$ cat config.mk
export PLATFORM = sky130hd
export DESIGN_NAME = fpu_fma_wb_queue
export DESIGN_NICKNAME = d
export VERILOG_FILES = /design/src/rtl/fpu_fma_wb_queue_pkg.sv /design/src/rtl/fpu_fma_wb_queue_fifo.sv /design/src/rtl/fpu_fma_wb_queue.sv
export SDC_FILE = /design/constraint.sdc
export NUM_CORES = 1
export LEC_CHECK = 0
export BUFFER_PORTS_ARGS = -buffer_cell sky130_fd_sc_hd__buf_2
export CORE_MARGIN = 5
export CORE_UTILIZATION = 60
export CTS_CLUSTER_SIZE = 40
export DETAILED_ROUTE_END_ITERATION = 8
export PLACE_DENSITY = 0.82
export SYNTH_ARGS = -nofsm -noshare
export SYNTH_HDL_FRONTEND = slang
export SYNTH_SLANG_ARGS = --single-unit
$ cat constraint.sdc
create_clock -name clk -period 7.75 [get_ports clk]
set_clock_uncertainty 0.05 [all_clocks]
set_input_delay 0.775 -clock clk [delete_from_list [all_inputs] [get_ports clk]]
set_output_delay 0.775 -clock clk [all_outputs]
set_load 0.03 [all_outputs]
$ cat src/rtl/fpu_fma_wb_queue_pkg.sv
// rtl/fpu_fma_wb_queue_pkg.sv - shared FPU widths, pipe depths and helpers for the FMA writeback queue
//
// Purpose: common FPU definitions used by the writeback stage.
// The macros below mirror the FPU common include, so that legacy code using
// `FPR_RECODED_WIDTH, `FPU_EXC_WIDTH, `FPU_TAG_WIDTH and `FPU_PIPE_DEPTH(...)
// keeps working. The package gives typed equivalents to SystemVerilog users.
// Ports: none (package).

`ifndef FPU_COMMON_DEFS
`define FPU_COMMON_DEFS
`define FPR_RECODED_WIDTH 65
`define FPU_EXC_WIDTH 5
`define FPU_TAG_WIDTH 5
`define FPU_PIPE_FMA_S 0
`define FPU_PIPE_FMA_D 1
// Pipe depth of each FPU unit, selected by its unit id.
`define FPU_PIPE_DEPTH(unit) (((unit) == `FPU_PIPE_FMA_S) ? 4 : 5)
`endif

package fpu_fma_wb_queue_pkg;

  localparam int FPR_W = `FPR_RECODED_WIDTH;
  localparam int EXC_W = `FPU_EXC_WIDTH;

  // Population count of up to 32 valid bits.
  function automatic logic [31:0] count_ones(input logic [31:0] v);
    logic [31:0] n;
    n = '0;
    for (int i = 0; i < 32; i++) begin
      n = n + {31'd0, v[i]};
    end
    return n;
  endfunction

endpackage

$ cat src/rtl/fpu_fma_wb_queue_fifo.sv
// rtl/fpu_fma_wb_queue_fifo.sv - width x depth synchronous circular FIFO (fpu_wb_fifo)
//
// Purpose: result buffer between the FMA pipe capture point and the FPR port.
// Ports:
//   clk, reset      clock, synchronous active-low reset
//   push, push_data write an entry (ignored when full unless popping too)
//   pop             remove the head (ignored when empty)
//   head_data       current head entry, stable until popped
//   count           occupancy, 0..DEPTH
//   full, empty     occupancy flags

module fpu_wb_fifo #(
  parameter int W     = 8,
  parameter int DEPTH = 4
) (
  input  logic                       clk,
  input  logic                       reset,
  input  logic                       push,
  input  logic [W-1:0]               push_data,
  input  logic                       pop,
  output logic [W-1:0]               head_data,
  output logic [$clog2(DEPTH+1)-1:0] count,
  output logic                       full,
  output logic                       empty
);

  localparam int CNT_W = $clog2(DEPTH + 1);
  localparam int PTR_W = (DEPTH > 1) ? $clog2(DEPTH) : 1;

  logic [W-1:0]     mem [DEPTH];
  logic [PTR_W-1:0] wr_ptr;
  logic [PTR_W-1:0] rd_ptr;
  logic             do_push;
  logic             do_pop;

  assign full  = (count == CNT_W'(DEPTH));
  assign empty = (count == '0);

  assign do_pop  = pop & ~empty;
  // A full FIFO can still accept a push when the head leaves in the same cycle.
  assign do_push = push & (~full | do_pop);

  assign head_data = mem[rd_ptr];

  always_ff @(posedge clk) begin
    if (!reset) begin
      wr_ptr <= '0;
      rd_ptr <= '0;
      count  <= '0;
    end else begin
      if (do_push) begin
        wr_ptr <= (wr_ptr == PTR_W'(DEPTH - 1)) ? '0 : wr_ptr + 1'b1;
      end
      if (do_pop) begin
        rd_ptr <= (rd_ptr == PTR_W'(DEPTH - 1)) ? '0 : rd_ptr + 1'b1;
      end
      case ({do_push, do_pop})
        2'b10:   count <= count + 1'b1;
        2'b01:   count <= count - 1'b1;
        default: count <= count;
      endcase
    end
  end

  always_ff @(posedge clk) begin
    if (do_push) begin
      mem[wr_ptr] <= push_data;
    end
  end

endmodule

$ cat src/rtl/fpu_fma_wb_queue.sv
// rtl/fpu_fma_wb_queue.sv - FMA writeback stage: valid/tag delay line, result FIFO, issue credits, sticky fflags
//
// Purpose: tracks ops through the stall-free FMA pipe, captures their results,
// buffers them and drains them to the FPR write port in issue order.
// Ports:
//   clk, reset                  clock, synchronous active-low reset
//   issue_val/issue_rdy/issue_tag   op issue into the FMA pipe, credit-throttled
//   pipe_result/pipe_exc        FMA pipe output, meaningful only for tracked ops
//   wb_val/wb_rdy/wb_tag/wb_data/wb_exc   FIFO head toward the FPR write port
//   fflags_clr/fflags           sticky exception flags of retired results
//   busy                        an op is in flight or queued

module fpu_fma_wb_queue
  import fpu_fma_wb_queue_pkg::*;
#(
  parameter int LATENCY = `FPU_PIPE_DEPTH(`FPU_PIPE_FMA_S),
  parameter int QDEPTH  = 4,
  parameter int TAG_W   = `FPU_TAG_WIDTH
) (
  input  logic             clk,
  input  logic             reset,
  input  logic             issue_val,
  output logic             issue_rdy,
  input  logic [TAG_W-1:0] issue_tag,
  input  logic [FPR_W-1:0] pipe_result,
  input  logic [EXC_W-1:0] pipe_exc,
  output logic             wb_val,
  input  logic             wb_rdy,
  output logic [TAG_W-1:0] wb_tag,
  output logic [FPR_W-1:0] wb_data,
  output logic [EXC_W-1:0] wb_exc,
  input  logic             fflags_clr,
  output logic [EXC_W-1:0] fflags,
  output logic             busy
);

  localparam int ENTRY_W = TAG_W + FPR_W + EXC_W;
  localparam int CNT_W   = $clog2(QDEPTH + 1);

  logic [LATENCY-1:0] dl_val;
  logic [TAG_W-1:0]   dl_tag [LATENCY];
  logic [31:0]        inflight;
  logic               issue_fire;
  logic               capture;
  logic               fifo_push;
  logic               fifo_pop;
  logic               fifo_full;
  logic               fifo_empty;
  logic [CNT_W-1:0]   fifo_count;
  logic [ENTRY_W-1:0] fifo_head;

  assign issue_fire = issue_val & issue_rdy;

  // Valid bits shadow the FMA pipe stage by stage; reset drops anything in flight.
  always_ff @(posedge clk) begin
    if (!reset) begin
      dl_val <= '0;
    end else begin
      dl_val[0] <= issue_fire;
      for (int k = 1; k < LATENCY; k++) begin
        dl_val[k] <= dl_val[k-1];
      end
    end
  end

  always_ff @(posedge clk) begin
    dl_tag[0] <= issue_tag;
    for (int k = 1; k < LATENCY; k++) begin
      dl_tag[k] <= dl_tag[k-1];
    end
  end

  // Every op holds one credit from issue until its result leaves the FIFO,
  // so a capture can never meet a full FIFO. Only registered state feeds this.
  assign inflight  = count_ones(32'(dl_val));
  assign issue_rdy = reset & ((inflight + 32'(fifo_count)) < 32'(QDEPTH));

  assign capture   = dl_val[LATENCY-1];
  assign fifo_push = capture & (~fifo_full | fifo_pop);
  assign fifo_pop  = wb_val & wb_rdy;

  fpu_wb_fifo #(
    .W     (ENTRY_W),
    .DEPTH (QDEPTH)
  ) u_fifo (
    .clk       (clk),
    .reset     (reset),
    .push      (fifo_push),
    .push_data ({dl_tag[LATENCY-1], pipe_result, pipe_exc}),
    .pop       (fifo_pop),
    .head_data (fifo_head),
    .count     (fifo_count),
    .full      (fifo_full),
    .empty     (fifo_empty)
  );

  assign wb_val = ~fifo_empty;
  assign {wb_tag, wb_data, wb_exc} = fifo_head;

  // A clear and a pop in the same cycle leave exactly the popped flags.
  always_ff @(posedge clk) begin
    if (!reset) begin
      fflags <= '0;
    end else begin
      fflags <= (fflags_clr ? '0 : fflags) | (fifo_pop ? wb_exc : '0);
    end
  end

  assign busy = (inflight != 32'd0) | (fifo_count != '0);

endmodule
==> results by group <==
Outcome
  • Status: finished, final reports clean

Cells and area
  • Layout area overhead: 18.50%
  • Fillcell total: roughly 1200
  • Seq. cell area: about 9800 sq um
  • Share of cells above drive strength 1: 0.4215
  • # nets final: approximately 770
  • Commonest non-fill, non-tap cell in the layout: edfxtp_1
  • Commonest cells after routing, fill and taps aside: edfxtp_1, buf_2, mux4_2
  • Multi-input logic area: around 2200 sq um

Synthesis
  • Top-area cell type share of the netlist area: 0.7471
  • Top post-synthesis cells by area: edfxtp_1, mux4_2, dfxtp_1, ha_1, buf_4
  • Syn avg cell area: 24.36 sq um
  • Top_reg_cell synth: edfxtp_1
  • Post-Syn Nets: ~600
  • Ys async rst share: 0
  • Post-synthesis cell area: 12060 sq um
  • Cells after synthesis: 495
  • Post-synth EDFFs: 300
  • Synth Register Bits: 338
  • Largest area contributor in the netlist: edfxtp_1
  • Yosys cell types: 25
  • Ys Warns: 0
  • Sequential area share after synthesis: 0.8102

Pwr
  • Pwr Density: about 260 nW/um^2
  • VDD IR max: roughly 0.0002 V
  • Final Power: around 3800 uW
  • Leakage power: 0.004836 uW

CTS
  • Post-cts resize count: 0
  • Cts bufs inserted: 35
  • H-tree depth: 2
  • Clock slew at reported path FFs: roughly 0.06 ns
  • Clock Latency Late Sink: about 0.5 ns
  • Cts hold-fix bufs: 0
  • # clock sinks: 338
  • Post-CTS setup buffers: 0
  • Root Driver: clkbuf_16
  • Clk buf depth: 3
  • CTS tree: built

Worst setup path
  • Worst setup SP type: flop
  • Worst path most repeated cell: ha_1
  • Crit-path slowest cell: or4b_1
  • Max Fanout on Critical Path: 7
  • Crit path launch: dl_val[3]
  • Critical path required time: between 6 and 7 ns
  • Crit-path max cell delay: 0.52 ns
  • WP data arrival: about 3 ns
  • Worst setup EP type: output pin
  • Critical path class: reg2out
  • Cells along the critical path: fa_1, ha_1, ha_1, ha_1, or4b_1, a31oi_1, buf_2

GRT
  • Largest net degree at the start of global routing: 76
  • First-pass GRT wire length: 33.93 mm
  • Vias in the first global route: between 5000 and 6000
  • Initial antenna violation count: 1
  • Total GRT Usage: 0.1981
  • GR Overflow Total: 0

Timing
  • Min Clock Period, post-route: 3.818 ns
  • Endpoints failing hold: 0
  • RSZ-0062 raised after global routing: no
  • Max-slew violation count: 0
  • Worst-Margin Slew: about 1.1 ns
  • Setup-failing EPs final: 0
  • F_max: between 200 and 300 MHz
  • Crit share post-route: 0.4926
  • Final TNS setup: 0 ns
  • Final WS setup: slightly below 4 ns
  • Max-slew headroom: 0.2496

Die
  • Die H: 151.8 microns
  • Full die area: 23030 sq um
  • Initial Utilization: 0.6135
  • CORE AREA: ~20000 sq um
  • Rows: a little over 50
  • Top Ports: around 160
  • Die X-Extent: approximately 150 microns

Job
  • Max-cap violations: 0

Min path
  • Worst hold path class: reg2reg
  • Hold path startpoint: dl_tag[2][0]

Route
  • Final wirelength: between 20 and 25 mm
  • Via Count: about 5600
  • Remaining DRCs: 0
  • Vias per cell: slightly below 6
  • ANT nets after route: 0
  • DRT iter0 DRCs: approximately 410
  • First drt pass iteration count: 5
  • Routed length per placed instance: 22.94 microns

Placement
  • DP HPWL: ~13 mm
  • Port bufs: ~160
  • Placer Congestion: around 0.78
  • Pre-CTS setup slack: between 4 and 5 ns
## cells by family (layout without fill, tap and decap cells)
family                     after synthesis  in the layout  synth area share
AOI/OAI and AO/OA                       16             16          0.009443
xor gates and xnor gates                 2              2          0.001453
and+or+nand+nor                         25             25           0.01287
DFF                                    338            338            0.8102
muxes                                   75             75            0.1401
buffers and inverters                   27            239           0.01224
adders and majority gates               12             12           0.01370
other                                    0              1                 0
## worst max-delay path, delay by kind of cell (launching register included)
kind | cells | cell delay (ns)
AOI/OAI and AO/OA | 1 | 0.18
adders and majority gates | 4 | 1.11
DFF | 1 | 0.46
buffers and inverters | 1 | 0.23
and+or+nand+nor | 1 | 0.52
## synthesized netlist by cell type (all sizes together), types with 2 or more instances
cell type and count:
edfxtp 300, mux4 75, dfxtp 38, buf 16, ha 10, inv 10
a21oi 6, a32o 5, nor2 5, and2 4, and3 4, o21ai 3
or3 3, fa 2, nand2 2, nand3 2, or4 2, or4b 2
xor2 2
## flip-flops by register name (all words and copies together) (netlist names), named ones only
| name | cells |
|---|---|
| fflags | 5 |
| u_fifo.mem | 300 |
| u_fifo.wr_ptr | 2 |
| u_fifo.count | 3 |
| u_fifo.rd_ptr | 2 |
| dl_val | 4 |
| dl_tag | 20 |
## cell type report
| type | instances | area share |
|---|---|---|
| Tap cell | 265 | 0.02320 |
| Timing Repair Buffer | 167 | 0.05937 |
| Antenna cell | 1 | 0.0001751 |
| Multi-Input combinational cell | 130 | 0.1512 |
| Clock inverter | 9 | 0.006655 |
| Sequential cell | 338 | 0.6842 |
| Clock buffer | 53 | 0.07250 |
| Inverter | 10 | 0.002627 |
## stage by stage
step / utilization / instance area, sq um / cells / hold WS [ns]
3_3_place_gp: 0.6693 / 13160 / 910 / 0.2614
6_report: 0.7270 / 14290 / 973 / 0.2702
2_1_floorplan: - / 12060 / 495 / 0.2596
3_5_place_dp: 0.6693 / 13160 / 910 / 0.2621
4_1_cts: 0.7269 / 14290 / 972 / 0.2712
5_1_grt: 0.7270 / 14290 / 973 / 0.2810
## metal layers
layer  track usage  up-vias  share of wire
li1              -     2460              -
met1        0.2763     2901           0.41
met2        0.3193      217           0.49
met3       0.05413       36          0.083
met5             0        -              0
met4       0.04897        0          0.019
## report_power, final
| group | total (uW) | leakage, uW | switching, uW | internal (uW) |
|---|---|---|---|---|
| clock network | 1620 | 0.000554 | 632 | 988 |
| logic | 155 | 0.00127 | 94.1 | 61.0 |
| registers | 2010 | 0.00301 | 11.2 | 1990 |
| total | 3780 | 0.00484 | 737 | 3040 |
## path summary, 6_finish.rpt
kind                                endpoint  slack, ns  cells after the start
worst max register to register     fflags[2]       5.22                      3
worst min-delay path            dl_tag[3][0]       0.27                      0
worst min register to register  dl_tag[3][0]       0.27                      0
worst max-delay path               issue_rdy       3.93                      7
No activity file was read; power rests on OpenSTA's default activity.
